## src/rtl/mult_state_sequencer_pkg.sv

```systemverilog
// Shared definitions for the 4x4 shift-add multiplier controller.
// The state codes are fixed because the control-signal decoder decodes them directly.
package mult_ctrl_pkg;

    // Multiplier operand width, which is also the number of add/shift iterations.
    localparam int N_BITS = 4;
    // Iteration counter width; must equal $clog2(N_BITS).
    localparam int CNT_W  = 2;

    // Present-state codes seen by the decoder:
    //   S_IDLE -> ready
    //   S_CLR  -> sig_rst
    //   S_LD   -> ld1
    //   S_ADD  -> ld2, s0, s1
    //   S_SHF  -> ld2, s0
    //   S_FIN  -> ld2, s1
    //   S_OUT  -> ld2
    // S_ILL is never entered on purpose. It is named so the FSM can recover from it.
    typedef enum logic [2:0] {
        S_IDLE = 3'b000,
        S_CLR  = 3'b001,
        S_LD   = 3'b010,
        S_ADD  = 3'b011,
        S_SHF  = 3'b100,
        S_FIN  = 3'b101,
        S_OUT  = 3'b110,
        S_ILL  = 3'b111
    } state_e;

endpackage

```

## src/rtl/mult_state_sequencer_if.sv

```systemverilog
// Handshake between the multiplier top level/datapath and the state sequencer.
// master: the side that requests a multiply and supplies the multiplier LSB.
// slave:  the sequencer, which returns the present state and its status.
interface mult_state_sequencer_if #(
    parameter int CNT_W = mult_ctrl_pkg::CNT_W
);
    logic             start;
    logic             q0;
    logic [2:0]       ps;
    logic [CNT_W-1:0] cnt;
    logic             busy;
    logic             last;

    modport master (output start, q0, input ps, cnt, busy, last);
    modport slave  (input start, q0, output ps, cnt, busy, last);
endinterface

```

## src/rtl/mult_state_sequencer_iter_counter.sv

```systemverilog
// Iteration counter with synchronous clear, count enable, and a terminal flag
// that goes high on the final iteration (cnt == N_BITS-1).
module iter_counter #(
    parameter int N_BITS = mult_ctrl_pkg::N_BITS,
    parameter int CNT_W  = mult_ctrl_pkg::CNT_W
) (
    input  logic             clk,
    input  logic             rst,
    input  logic             clr,
    input  logic             en,
    output logic [CNT_W-1:0] cnt,
    output logic             term
);

    // The count register. Clear takes priority over enable.
    always_ff @(posedge clk) begin
        // NOTE: reset here is synchronous. rst is just another input sampled on the
        //       clock edge, so it is not in the sensitivity list.
        // NOTE: sequential state uses <= so that every flop samples its pre-edge value.
        if (rst || clr) begin
            cnt <= '0;
        end else if (en) begin
            cnt <= cnt + 1'b1;
        end
    end

    assign term = (cnt == CNT_W'(N_BITS - 1));

endmodule

```

## src/rtl/mult_state_sequencer.sv

```systemverilog
// Present-state generator for the shift-add multiplier controller.
// It holds the 3-bit state register, the next-state logic and the iteration counter.
// start and q0 only affect the next state, so the outputs have no combinational path
// from them.
module mult_state_sequencer
    import mult_ctrl_pkg::*;
#(
    parameter int N_BITS = mult_ctrl_pkg::N_BITS,
    parameter int CNT_W  = mult_ctrl_pkg::CNT_W
) (
    input  logic                   clk,
    input  logic                   rst,
    mult_state_sequencer_if.slave  bus
);

    state_e           state_q;
    state_e           state_d;
    logic             cnt_clr;
    logic             cnt_en;
    logic [CNT_W-1:0] cnt_q;
    logic             cnt_term;

    iter_counter #(
        .N_BITS (N_BITS),
        .CNT_W  (CNT_W)
    ) u_iter_counter (
        .clk  (clk),
        .rst  (rst),
        .clr  (cnt_clr),
        .en   (cnt_en),
        .cnt  (cnt_q),
        .term (cnt_term)
    );

    // Present-state register. rst discards any multiply that is in progress.
    always_ff @(posedge clk) begin
        if (rst) begin
            state_q <= S_IDLE;
        end else begin
            state_q <= state_d;
        end
    end

    // Next-state logic and counter control. start is sampled only in S_IDLE.
    // q0 is sampled only in S_LD and in a non-final S_SHF.
    always_comb begin
        // NOTE: give every output a default before the case so that no path
        //       leaves a signal unassigned, which would infer a latch.
        state_d = state_q;
        cnt_clr = 1'b0;
        cnt_en  = 1'b0;
        case (state_q)
            S_IDLE: begin
                if (bus.start) begin
                    state_d = S_CLR;
                end
            end
            S_CLR: begin
                state_d = S_LD;
                cnt_clr = 1'b1;
            end
            S_LD: begin
                state_d = bus.q0 ? S_ADD : S_SHF;
            end
            S_ADD: begin
                state_d = S_SHF;
            end
            S_SHF: begin
                if (cnt_term) begin
                    state_d = S_FIN;
                end else begin
                    cnt_en  = 1'b1;
                    state_d = bus.q0 ? S_ADD : S_SHF;
                end
            end
            S_FIN: begin
                state_d = S_OUT;
            end
            S_OUT: begin
                // The counter holds N_BITS-1 through S_OUT. It is cleared on the edge
                // that returns to S_IDLE, so idle always shows cnt == 0.
                state_d = S_IDLE;
                cnt_clr = 1'b1;
            end
            S_ILL: begin
                // Recovery from the unused code in a single cycle.
                state_d = S_IDLE;
                cnt_clr = 1'b1;
            end
            default: begin
                state_d = S_IDLE;
                cnt_clr = 1'b1;
            end
        endcase
    end

    assign bus.ps   = state_q;
    assign bus.cnt  = cnt_q;
    assign bus.busy = (state_q != S_IDLE);
    assign bus.last = (state_q == S_SHF) && cnt_term;

endmodule

```

## src/flat_wrapper.sv

```systemverilog
// flat-port wrapper written by rule: the top's interface ports become plain ports
module mult_state_sequencer_flat import mult_ctrl_pkg::*;
#(
    parameter int N_BITS = mult_ctrl_pkg::N_BITS,
    parameter int CNT_W  = mult_ctrl_pkg::CNT_W
)
  (clk, rst, bus_start, bus_q0, bus_ps, bus_cnt, bus_busy, bus_last);
  mult_state_sequencer_if #(.CNT_W(CNT_W)) bus_i ();
  input  logic clk;
  input  logic rst;
  input wire logic [$bits(bus_i.start)-1:0] bus_start;
  input wire logic [$bits(bus_i.q0)-1:0] bus_q0;
  output wire logic [$bits(bus_i.ps)-1:0] bus_ps;
  output wire logic [$bits(bus_i.cnt)-1:0] bus_cnt;
  output wire logic [$bits(bus_i.busy)-1:0] bus_busy;
  output wire logic [$bits(bus_i.last)-1:0] bus_last;
  assign bus_i.start = bus_start;
  assign bus_i.q0 = bus_q0;
  assign bus_ps = bus_i.ps;
  assign bus_cnt = bus_i.cnt;
  assign bus_busy = bus_i.busy;
  assign bus_last = bus_i.last;
  mult_state_sequencer #(.N_BITS(N_BITS), .CNT_W(CNT_W)) u_core (.clk(clk), .rst(rst), .bus(bus_i));
endmodule
```

## config.mk

```make
export PLATFORM = sky130hd
export DESIGN_NAME = mult_state_sequencer_flat
export DESIGN_NICKNAME = d
export VERILOG_FILES = /design/src/rtl/mult_state_sequencer_pkg.sv /design/src/rtl/mult_state_sequencer_if.sv /design/src/rtl/mult_state_sequencer_iter_counter.sv /design/src/rtl/mult_state_sequencer.sv /design/src/flat_wrapper.sv
export SDC_FILE = /design/constraint.sdc
export NUM_CORES = 1
export LEC_CHECK = 0
export ABC_CLOCK_PERIOD_IN_PS = 2350
export CORE_AREA = 10 10 47 49
export DETAILED_ROUTE_END_ITERATION = 10
export DIE_AREA = 0 0 57 59
export PLACE_DENSITY = 0.55
export SYNTH_ARGS = -nofsm -noshare
export SYNTH_HDL_FRONTEND = slang
export SYNTH_SLANG_ARGS = --single-unit
```

## constraint.sdc

```tcl
create_clock -name clk -period 2.35 [get_ports clk]
set_input_delay 0.47 -clock clk [delete_from_list [all_inputs] [get_ports clk]]
set_output_delay 0.47 -clock clk [all_outputs]
set_load 0.05 [all_outputs]
```

; After elaboration in Yosys (flattened, before gate mapping)
; Index checks and enable logic that the tools add are counted.
[op_classes]
n_addsub = 1
eq_ne = 9
n_mux = 7
n_reduce_logical = 6
[ops]
columns = op, count
row1 = $pmux W3 S7, 1
row2 = $eq A3 B3 Y1 const B, 4
row3 = $mux W3, 3
row4 = $eq A3 B2 Y1 const B, 2
row5 = $eq A3 B1 Y1 const B, 1
row6 = $logic_not A3 Y1, 1
row7 = $mux W1, 3
row8 = $reduce_bool A3 Y1, 1
row9 = $reduce_or A3 Y1, 1
row10 = $add A2 B1 Y2 const B, 1
row11 = $eq A2 B2 Y1 const B, 1
row12 = $ne A2 B2 Y1 const B, 1
row13 = $reduce_or A2 Y1, 1
row14 = $logic_and A1 B1 Y1, 1
row15 = $logic_or A1 B1 Y1, 1
[word_totals]
reg_bits = 5
in_bits = 4
out_inout_bits = 7
elab_cells = 25

; Longest topological paths before layout
; Gate-level depths: netlist of the first run.
[logic_depth]
ltp_word = 4
mapped_depth = 4
mapped_depth_nobuf = 4

; Cells and area by module
; A second synthesis of the first run with hierarchy kept.
[hier_totals]
hier_cells = 33
area_unflattened_um2 = 301.5
[modules_own_cells]
columns = module, n_inst, cells_each, area_per_inst_um2, seq_area_each_um2
row1 = mult_state_sequencer, 1, 26, 210.2, 60.1
row2 = iter_counter, 1, 7, 91.3, 40.0

; Least setup slack after synthesis of the first run
; No wires, ideal clock.
[synth_path]
path_type = register -> output
from = register u_core.u_iter_counter.cnt[0]
to = output bus_last
arrival_time_ns = 1.764
required_ns = 1.880
slack_ns = 0.116
path_stages_with_launch = 4
n_path_buf = 0
path_cell_list = dfxtp_1 > ha_1 > nand3b_1 > nor2_1
[synth_between]
elab_chain_len = 2
[synth_rtl]
columns = element, line
row1 = start: declaration, mult_state_sequencer_iter_counter.sv:11  ; output logic [CNT_W-1:0] cnt,
row2 = start signal: assignment, mult_state_sequencer_iter_counter.sv:23  ; cnt <= cnt + 1'b1;
row3 = $eq A2 B2 Y1, mult_state_sequencer_iter_counter.sv:27  ; assign term = (cnt == CNT_W'(N_BITS - 1));
row4 = $logic_and A1 B1 Y1, mult_state_sequencer.sv:100  ; assign bus.last = (state_q == S_SHF) && cnt_term;
row5 = end: declaration, flat_wrapper.sv:16  ; output wire logic [$bits(bus_i.last)-1:0] bus_last;
; No other way between the ends.

; Final worst setup path of the first run
[layout_path]
from = register u_core.state_q[0] (netlist: u_core.bus.ps[0])
to = output bus_ps[0]
[layout_rtl]
columns = element, line
row1 = start: declaration, mult_state_sequencer.sv:16  ; state_e state_q;
row2 = start signal: assignment, mult_state_sequencer.sv:40  ; state_q <= state_d;
row3 = end: declaration, flat_wrapper.sv:13  ; output wire logic [$bits(bus_i.ps)-1:0] bus_ps;
; No word-level cell between the ends.

==> impl_metrics.csv, run 1 <==
group,metric,value,unit
worst_setup_path,crit_path_cell_trace,"clkdlybuf4s50_1",
worst_hold_path,holdPathStages,2,
final_layout,fillCellCount,162,
final_layout,final_util,32.2,%
sta,clock_skew,0.00334,ns
worst_setup_path,worst_setup_path_start_kind,"register",
worst_setup_path,cp.required,1.88,ns
worst_setup_path,crit_type,"register to output port",
die,rows,14,
synth,synth_nets,41,
worst_setup_path,slowest_stage,"clkdlybuf4s50_1",
synth,synth_top_family_by_area,"simple AND/OR/NAND/NOR gates",
placement,hpwl,606,µm
worst_hold_path,min_path_type,"register to register",
placement,io_buffers,10,
detailed_routing,wl_per_cell,12.0,µm
grt,grt_pass1_wl,1360,µm
sta,period_needed,2.07,ns
run,maxCapViolCount,0,
clocking,post_cts_resize_count,0,
synth,ys_seq_area_share,31.6,%
synth,avgSynthCellArea,8.79,µm²
clocking,path_clk_slew,0.05,ns
synth,synth_xor_area_share,2.77,%
worst_setup_path,reg2reg_slack,0.83,ns
power,p_leak,0.187,nW
worst_setup_path,r2r_cells,4,
detailed_routing,vias_per_cell,4.88,
final_layout,num_antenna_cells,0,
detailed_routing,antenna_left,0,
worst_setup_path,critPathArrivalTime,1.60,ns
final_layout,multi_input_area,183,µm²
clocking,htreeDepth,1,
clocking,hold_buffers,0,
worst_setup_path,critPathMaxStageDelay,0.87,ns
clocking,cts_inserted_buffers,3,
sta,hold_slack,0.546,ns
clocking,cts_tree,"built",
worst_setup_path,path_max_fanout,11,
detailed_routing,via_count,317,
power,p_clk_share,29.0,%
synth,synthSimpleGateAreaFrac,25.7,%
grt,grt_antenna_before_repair,0,
sta,fmax,0.484,GHz
power,swShare,38.3,%
power,peakVddDrop,0.255,mV
outcome,run_status,"completed",
detailed_routing,wirelength,782,µm
synth,muxShareOfSynthArea,0,%
detailed_routing,drt_pre_antenna_iters,3,
die,dieArea,0.00336,mm²
synth,synth_compound_gate_area_share,25.3,%
synth,synth.distinct_cells,22,
sta,setup_tns,0,ns
clocking,cts_sinks,5,
sta,rsz0062_at_grt,"no",
die,coreArea,0.00140,mm²
detailed_routing,drt_iter0_drc,3,
synth,synth-seq-cells,5,
synth,netlist_area,317,µm²
sta,post-route-period-util,87.9,%
final_layout,ff_latch_area,100,µm²
power,intPower,0.213,mW
sta,maxSlewHeadroom,65.8,%
sta,hold_viol,0,
die,io_pins,11,
final_layout,drive_gt1_share,16.3,%
clocking,cts_buffer_depth,2,
clocking,clk-insertion-delay-late,0.24,ns
synth,synth_top_area_share,31.6,%
clocking,root_buffer,"clkbuf_4",
worst_setup_path,path_buf_inv,1,
die,fp.dieW,57,µm
grt,grt_max_degree,13,
placement,gp_congestion,0.669,
synth,synth_fa_ha_area_share,3.95,%
worst_setup_path,crit_cells,1,
synth,synth_area_leaders,"dfxtp_1, nand3b_1, a21oi_1, buf_4, ha_1",
final_layout,syn_to_final_growth,42.7,%
power,seqPwrFrac,31.1,%
power,p_switching,0.132,mW
die,start_util,22.6,%
worst_setup_path,end_kind,"output port",
clocking,postCtsSetupBuffers,0,
sta,worstMarginPinSlew,0.512,ns
synth,yosys.area.top_type,"dfxtp_1",
final_layout,num-nets-final,55,
synth,synth_cells,36,
power,combPwrFrac,40.0,%
sta,drv_slew,0,
synth,synth_warnings,0,
die,die_y,59,µm
worst_setup_path,crit_family,"buffers and inverters",
detailed_routing,drc,0,
sta,setup_viol,0,
grt,gr-total-overflow,0,
power,p_per_area,762,mW/mm²
grt,grt_pass1_vias,299,
grt,grtUsageTotal,5.45,%
[cells by family after synthesis]
group,Yosys count
flip-flops,5
XOR/XNOR,1
adder cells (fa/ha/maj),1
AO/OA/AOI/OAI,12
AND/OR/NAND/NOR,12
buffers and inverters,5
[tightest hold or removal path, stage by stage, from the launching register on]
cell and delay, ns:
dfxtp_1 0.31, o221ai_1 0.14, a21oi_1 0.04
[metal layers]
metal,vias up,routed length (µm),GRT usage [%]
met4,0,4,3.02
met2,11,298,7.13
met3,2,92,5.36
li1,164,-,-
met1,140,387,5.46
met5,-,0,0
[area by class of cell]
cell class,instances,share of cell area (%)
clock buffer,4,5.82
sequential,5,22.2
tap,16,4.43
timing repair buffer,12,25.5
multi-input combinational,26,40.4
inverter,2,1.66
[per-stage QoR]
stage / area [µm²] / instances / total power, mW / setup slack (ns)
global route: 452 / 65 / 0.369 / 0.206
detailed placement: 423 / 61 / 0.248 / 0.274
floorplan: 317 / 36 / 0.210 / 0.116
finish: 452 / 65 / 0.344 / 0.284
CTS: 449 / 65 / 0.355 / 0.00358
global placement: 423 / 61 / 0.249 / 0.291
[Yosys cell counts (all sizes together)]
| cell | count |
|---|---|
| dfxtp | 5 |
| or4b | 1 |
| o221ai | 1 |
| a211oi | 1 |
| xor2 | 1 |
| ha | 1 |
| a31o | 1 |
| o21ai | 2 |
| or3 | 1 |
| nor4bb | 1 |
| inv | 2 |
| or2b | 1 |
| o211a | 1 |
| nand3 | 1 |
| nand3b | 3 |
| nor2 | 3 |
| buf | 3 |
| a21oi | 5 |
| a31oi | 1 |
| nor3b | 1 |
[state kept, by name, indices dropped and copies added (netlist names)]
signal / count
u_core.bus.ps: 3
u_core.u_iter_counter.cnt: 2
[cells in the final DEF (no fill, tap or decap), drive strengths merged, types with 2 or more instances in the layout]
| cell type | netlist | layout |
|---|---|---|
| a21oi | 5 | 5 |
| buf | 3 | 3 |
| clkbuf | 0 | 4 |
| clkdlybuf4s50 | 0 | 8 |
| dfxtp | 5 | 5 |
| inv | 2 | 2 |
| nand3b | 3 | 3 |
| nor2 | 3 | 3 |
| o21ai | 2 | 2 |
[power by group through the flow]
stage / clock network [mW] / registers (mW) / logic, mW
CTS: 0.108 / 0.107 / 0.140
global route: 0.112 / 0.109 / 0.148
global placement: 0 / 0.108 / 0.141
detailed placement: 0 / 0.109 / 0.140
floorplan: 0 / 0.135 / 0.0746
finish: 0.0997 / 0.107 / 0.138
[path summary, 6_finish.rpt]
check	startpoint	to
setup / recovery	u_core.bus.ps[0]	bus_ps[0]
setup reg to reg	u_core.u_iter_counter.cnt[0]	u_core.u_iter_counter.cnt[0]
hold reg to reg	u_core.u_iter_counter.cnt[1]	u_core.u_iter_counter.cnt[1]
hold / removal	u_core.u_iter_counter.cnt[1]	u_core.u_iter_counter.cnt[1]
Power figures use the tool's default switching activity.
==> run 2: changes to the inputs <==
==> constraint.sdc (replaced) <==
create_clock -name clk -period 2.35 [get_ports clk]
set_input_delay 0.3525 -clock clk [delete_from_list [all_inputs] [get_ports clk]]
set_output_delay 0.3525 -clock clk [all_outputs]
set_load 0.05 [all_outputs]
==> run 2 against run 1 <==
  * Critical path depth is 1 higher
  * Routed wire length is 0.51% lower
  * Via count stayed put
  * Register-to-register slack hardly changed
  * Count of clock-buffer cells in the layout stayed put
  * Sequential share of layout area is 0.12 points higher
  * Sequential power hardly changed
  * Sequential cell count stayed put
  * Critical path type unchanged
  * Largest cell class unchanged
  * Largest power group unchanged
  * Highest routed layer unchanged
==> impl_metrics.csv, run 2 (synthesized netlist as in run 1, its figures left out) <==
group,metric,value,unit
placement,gp_congestion,0.669,
outcome,run_status,"completed",
clocking,cts_buffer_depth,2,
worst_hold_path,min_path_type,"register to register",
die,start_util,22.6,%
clocking,path_clk_slew,0.05,ns
sta,worstMarginPinSlew,0.507,ns
sta,hold_viol,0,
clocking,cts_sinks,5,
worst_setup_path,critPathArrivalTime,1.86,ns
clocking,postCtsSetupBuffers,0,
detailed_routing,drt_iter0_drc,3,
worst_setup_path,path_max_fanout,11,
power,peakVddDrop,0.255,mV
sta,fmax,0.452,GHz
detailed_routing,drc,0,
worst_setup_path,end_kind,"output port",
detailed_routing,wirelength,778,µm
sta,maxSlewHeadroom,66.1,%
grt,grtUsageTotal,5.45,%
clocking,htreeDepth,1,
grt,grt_pass1_wl,1360,µm
worst_setup_path,cp.required,2.00,ns
clocking,hold_buffers,0,
die,rows,14,
final_layout,final_common_cell,"clkdlybuf4s50_1",
grt,grt_max_degree,13,
worst_setup_path,crit_type,"register to output port",
final_layout,num-nets-final,55,
run,maxCapViolCount,0,
sta,hold_slack,0.546,ns
worst_setup_path,critPathMaxStageDelay,0.72,ns
placement,hpwl,606,µm
final_layout,drive_gt1_share,16.3,%
final_layout,num_antenna_cells,0,
final_layout,layout_common_cells,"clkdlybuf4s50_1, dfxtp_1, a21oi_1",
die,fp.dieW,57,µm
clocking,cts_tree,"built",
worst_setup_path,slowest_stage,"clkdlybuf4s50_1",
placement,dp_slack,0.392,ns
clocking,post_cts_resize_count,0,
final_layout,largest_register_ffs,3,
die,coreArea,0.00140,mm²
detailed_routing,wl_per_cell,12.0,µm
clocking,root_buffer,"clkbuf_4",
die,die_y,59,µm
detailed_routing,drt_pre_antenna_iters,3,
worst_setup_path,crit_path_cell_trace,"or3_2 -> clkdlybuf4s50_1",
detailed_routing,antenna_left,0,
sta,drv_slew,0,
die,dieArea,0.00336,mm²
die,io_pins,11,
grt,grt_antenna_before_repair,0,
final_layout,fin_cells,65,
power,p_total,0.345,mW
power,p_per_area,769,mW/mm²
sta,fin_ws,0.136,ns
sta,rsz0062_at_grt,"no",
sta,setup_tns,0,ns
placement,dp_cells,61,
grt,gr-total-overflow,0,
power,p_leak,0.175,nW
grt,grt_pass1_vias,299,
final_layout,final_util,32.1,%
sta,clock_skew,0.00334,ns
worst_setup_path,crit_family,"buffers and inverters",
clocking,cts_inserted_buffers,3,
placement,place_area,423,µm²
final_layout,syn_to_final_growth,41.9,%
detailed_routing,vias_per_cell,4.88,
final_layout,design_area,449,µm²
worst_setup_path,worst_setup_path_start_kind,"register",
detailed_routing,via_count,317,
sta,period_needed,2.21,ns
final_layout,fillCellCount,162,
sta,setup_viol,0,
sta,post-route-period-util,94.2,%
worst_setup_path,path_buf_inv,1,
placement,io_buffers,10,
clocking,clk-insertion-delay-late,0.24,ns
-- run 2: changes by cell type in the layout (fill, tap and decap cells not counted) --
cell,change
dlymetal6s2s_1,-1
clkdlybuf4s50_1,+1
-- run 2: per-layer routing --
layer	part of all wire, %	wire, µm	track usage (%)	vias up
met5	0	0	0	-
met4	0.51	4	3.02	0
li1	-	-	-	164
met2	38	296	7.13	11
met1	50	386	5.46	140
met3	12	92	5.36	2
-- run 2: power by group --
group	total (mW)	switching [mW]	internal (mW)
Clock	0.0997	0.0355	0.0642
Sequential	0.107	0.0124	0.0947
Combinational	0.139	0.0844	0.0541
Total	0.345	0.132	0.213
-- run 2: worst paths after layout --
kind / depth (start not counted) / from / endpoint / slack [ns]
worst max-delay path: 2 / u_core.bus.ps[0] / bus_busy / 0.14
worst min-delay path: 2 / u_core.u_iter_counter.cnt[1] / u_core.u_iter_counter.cnt[1] / 0.55
worst max register to register: 4 / u_core.u_iter_counter.cnt[0] / u_core.u_iter_counter.cnt[0] / 0.83
worst min register to register: 2 / u_core.u_iter_counter.cnt[1] / u_core.u_iter_counter.cnt[1] / 0.55
-- run 2: worst register-to-register path, cell delays in order (launching register included) --
cell and delay, ns:
dfxtp_1 0.36, ha_1 0.29, or4b_1 0.48, a31o_1 0.20, a21oi_2 0.12
-- run 2: layout make-up --
type                       instances  area (µm²)  share of cell area, %
tap                               16        20.0                   4.46
clock buffer                       4        26.3                   5.85
sequential                         5         100                   22.3
timing repair buffer              12         113                   25.1
inverter                           2        7.51                   1.67
multi-input combinational         26         183                   40.7
==> RTL edit 1, RTL diff (flow settings as in run 2) <==
The package constant `CNT_W` goes from 2 to 4.
--- a/src/rtl/mult_state_sequencer_pkg.sv
+++ b/src/rtl/mult_state_sequencer_pkg.sv
@@ -7,3 +7,3 @@
     // Iteration counter width; must equal $clog2(N_BITS).
-    localparam int CNT_W  = 2;
+    localparam int CNT_W  = 4;
 
Ports: changed (resized bus_cnt); port bits go from 11 to 13. The function was not compared with the original's and may differ.
==> RTL edit 1 against run 2 <==
- synthesized area increased by 25%
- synthesized cell count increased by 28%
- critical path type unchanged
- critical endpoint unchanged
- setup slack improved by 70 ps
- combinational power decreased by 7%
- cell area increased by 24%
- count of clock-buffer cells in the layout unchanged
- highest routed layer is now met3
- sequential cell count increased by 2
- cell count increased by 17%
- fmax increased by 3.3%
- non-clock buffer count unchanged
- largest power group is now sequential cells
- clock skew decreased by 1.1 ps
- worst hold slack got worse by 27 ps
- routed wire length increased by 23%
- total power increased by 11%
==> RTL edit 1: results <==
set metrics [dict create \
    fin_skew_ps 2.269 \
    multi_input_gates 34 \
    routed_via_density 4.934 \
    synthAdderAreaFrac_pct 3.165 \
    portBuffers 12 \
    vias 375 \
    stdcell_area_sq_um 555.5 \
    seq_area_sq_um 140.1 \
    non_clock_buffer_area_share_pct 23.42 \
    synth_common_cells "a21oi_1, dfxtp_1, o21ai_0" \
    status "finished clean" \
    met2_length_um 427 \
    ff2ff_setup_slack_ps 810 \
    r2r-end "u_core.u_iter_counter.cnt[3]" \
    use_met3_pct 4.077 \
    syn-num-nets 51 \
    grt_use_met1_pct 6.429 \
    yosysSeqAreaShare_pct 35.44 \
    timing.rr.start "u_core.bus.ps[2]" \
    relSlewSlack_pct 61.58 \
    ctsResizeCount 0 \
    dp_hpwl_um 751.4 \
    drive_above_1_share_pct 15.00 \
    placed_cells 72 \
    ir_drop_mv 0.3107 \
    nNetsFinal 66 \
    grt_pass1_vias 381 \
    clock_buffer_count 4 \
    dp_slack_ps 468.2 \
    synth_cell_types 23 \
    p_leak_nw 0.1826 \
    rr_worst_depth 3 \
    wl_met1_um 421 \
    cts.sinks 7 \
    synthXorXnorAreaFrac_pct 2.215 \
    holdPathEnd "u_core.u_iter_counter.cnt[1]" \
    routedWlPerCell_um 12.58 \
    grt_pass1_wl_um 1690 \
    grt_max_degree 12 \
    synth_compound_area_share_pct 23.10 \
    drtIter0Drc 2 \
    multi_input_area_sq_um 227.7 \
    fillCellCount 159 \
    nNonClkInverters 3 \
    n_all_buffers 12 \
    place_area_sq_um 529.3 \
    worst-path-max-fanout 10 \
    syn_avg_cell_area_sq_um 8.595 \
    globalplace.congestion 0.7841 \
    cts-buffers-inserted 3 \
    dr_wl_met3_um 107 \
    clkCellAreaFrac_pct 4.730 \
    die_area_sq_um 3363 \
    grt_use_met2_pct 9.302 \
    synthTopCellsByArea "dfxtp_1, a21oi_1, o21ai_0, or3_1, nand3_1" \
    dr.pass1.iters 2 \
    hold_ws_ps 518.2 \
    track_usage_pct 6.142 \
    routed.top_layer "met3" \
    largest_reg_flops 4 \
]
-- RTL edit 1: cell count changes after synthesis, sizes merged, moves of 2 or more --
cell,run 2,this run
or3b,0,2
or3,1,3
dfxtp,5,7
a21oi,5,8
nand3,1,3
nand3b,3,0
o21ai,2,4
-- RTL edit 1: worst max-delay path by stage --
| stage | startpoint | end | slack, ps | cells past startpoint |
|---|---|---|---|---|
| global placement | u_core.bus.ps[1] | bus_busy | 480 | 2 |
| global route | u_core.bus.ps[2] | bus_busy | 130 | 2 |
| detailed placement | u_core.bus.ps[1] | bus_busy | 470 | 2 |
| floorplan | u_core.u_iter_counter.cnt[0] | bus_last | 150 | 3 |
| CTS | u_core.bus.ps[1] | bus_busy | 190 | 2 |
| finish | u_core.bus.ps[1] | bus_busy | 210 | 2 |
-- RTL edit 1: power by group --
part,internal [mW],switching [mW],total [mW]
combinational,0.0485,0.0803,0.129
sequential,0.128,0.0174,0.145
clock,0.0648,0.0438,0.109
==> RTL edit 2, RTL diff (settings of run 2) <==
Without the edit above. Reset style: asynchronous (`rst`), changed in one clocked block. Comments in the files are not updated.
--- a/src/rtl/mult_state_sequencer.sv
+++ b/src/rtl/mult_state_sequencer.sv
@@ -35,3 +35,3 @@
     // Present-state register. rst discards any multiply that is in progress.
-    always_ff @(posedge clk) begin
+    always_ff @(posedge clk or posedge rst) begin
         if (rst) begin
Function: differs if rst is asserted again (counterexample within 4 cycles, from zero or initial values and one cycle with rst high); with rst held inactive, the same outputs for 10 cycles.
==> RTL edit 2 against run 2 <==
- routed wire length grew 10%
- sequential cell count is the same
- worst hold slack lost 160 ps
- synthesized area grew 3.6%
- sequential share of layout area grew 1.8 points
- critical path depth is the same
- setup slack gained 200 ps
- synthesized cell count grew 11%
- count of clock-buffer cells in the layout is the same
- cell area grew 6.4%
Power is not compared: it rests on default switching activity, and its combinational part moved more than twofold at a synthesized area within 25%.
==> RTL edit 2: results <==
set metrics [dict create \
    drtIter0Drc 2 \
    nNetsFinal 60 \
    drive_above_1_share_pct 18.52 \
    startpoint "u_core.bus.ps[2]" \
    relSlewSlack_pct 65.93 \
    yosysSeqAreaShare_pct 35.11 \
    ff2ff_setup_slack_ps 1100 \
    min_period_over_period_pct 85.69 \
    timing.rr.start "u_core.u_iter_counter.cnt[1]" \
    status "finished clean" \
    routed_via_density 4.600 \
    placed_cells 66 \
    hold_ws_ps 381.5 \
    dp_hpwl_um 641.2 \
    min_path_type "input port to asynchronous set/reset pin" \
    grt_max_degree 15 \
    grt_use_met1_pct 4.869 \
    syn-num-nets 45 \
    synthTopCellsByArea "dfrtp_1, dfxtp_1, o21ai_0, inv_1, ha_1" \
    worst-path-max-fanout 2 \
    ys_async_sr_fraction_pct 60.00 \
    dr_wl_met3_um 35 \
    synth_cell_types 25 \
    grt_use_met2_pct 8.837 \
    synth-main-ff-cell "dfrtp_1" \
    place_area_sq_um 451.7 \
    met2_length_um 465 \
    crit_arrival_ps 1660 \
    dp_slack_ps 576.5 \
    vias 322 \
    critPathMaxStageDelay_ps 710 \
    synth_common_cells "o21ai_0, inv_1, dfrtp_1, nand2_1" \
    syn_avg_cell_area_sq_um 8.195 \
    use_met3_pct 1.717 \
    dr.pass1.iters 2 \
    postCtsHoldBufs 0 \
    grt_pass1_vias 326 \
    synthXorXnorAreaFrac_pct 0 \
]
==> RTL edit 2: cell types whose count changed in the layout (fill, tap and decap cells not counted), moves of 2 or more <==
cell and change:
dfxtp_1 -3, o21ai_0 +3, nor3_2 +2, dfrtp_1 +3, inv_1 +2, nand3b_1 -3, a21oi_1 -3, nand2_1 +3
==> RTL edit 2: worst reg2reg max path: cells and delay by family, from the launching register on <==
family          cells  cell delay (ps)
compound gates      3              510
flops               1              360
fa+ha+maj           1              320
==> RTL edit 2: final cells by class <==
class	count	area (sq um)
multi-input combinational	28	181.4
clock buffer	4	26.28
sequential	5	115.1
tap	16	20.02
fill	160	923.4
timing repair buffer	13	120.1
inverter	4	15.01
==> RTL edit 2: power groups by stage <==
stage	Clock, mW	Combinational (mW)	Sequential [mW]
floorplan	0	0.233	0.272
global route	0.109	0.541	0.143
global placement	0	0.510	0.140
finish	0.0977	0.504	0.140
CTS	0.104	0.511	0.141
detailed placement	0	0.507	0.142
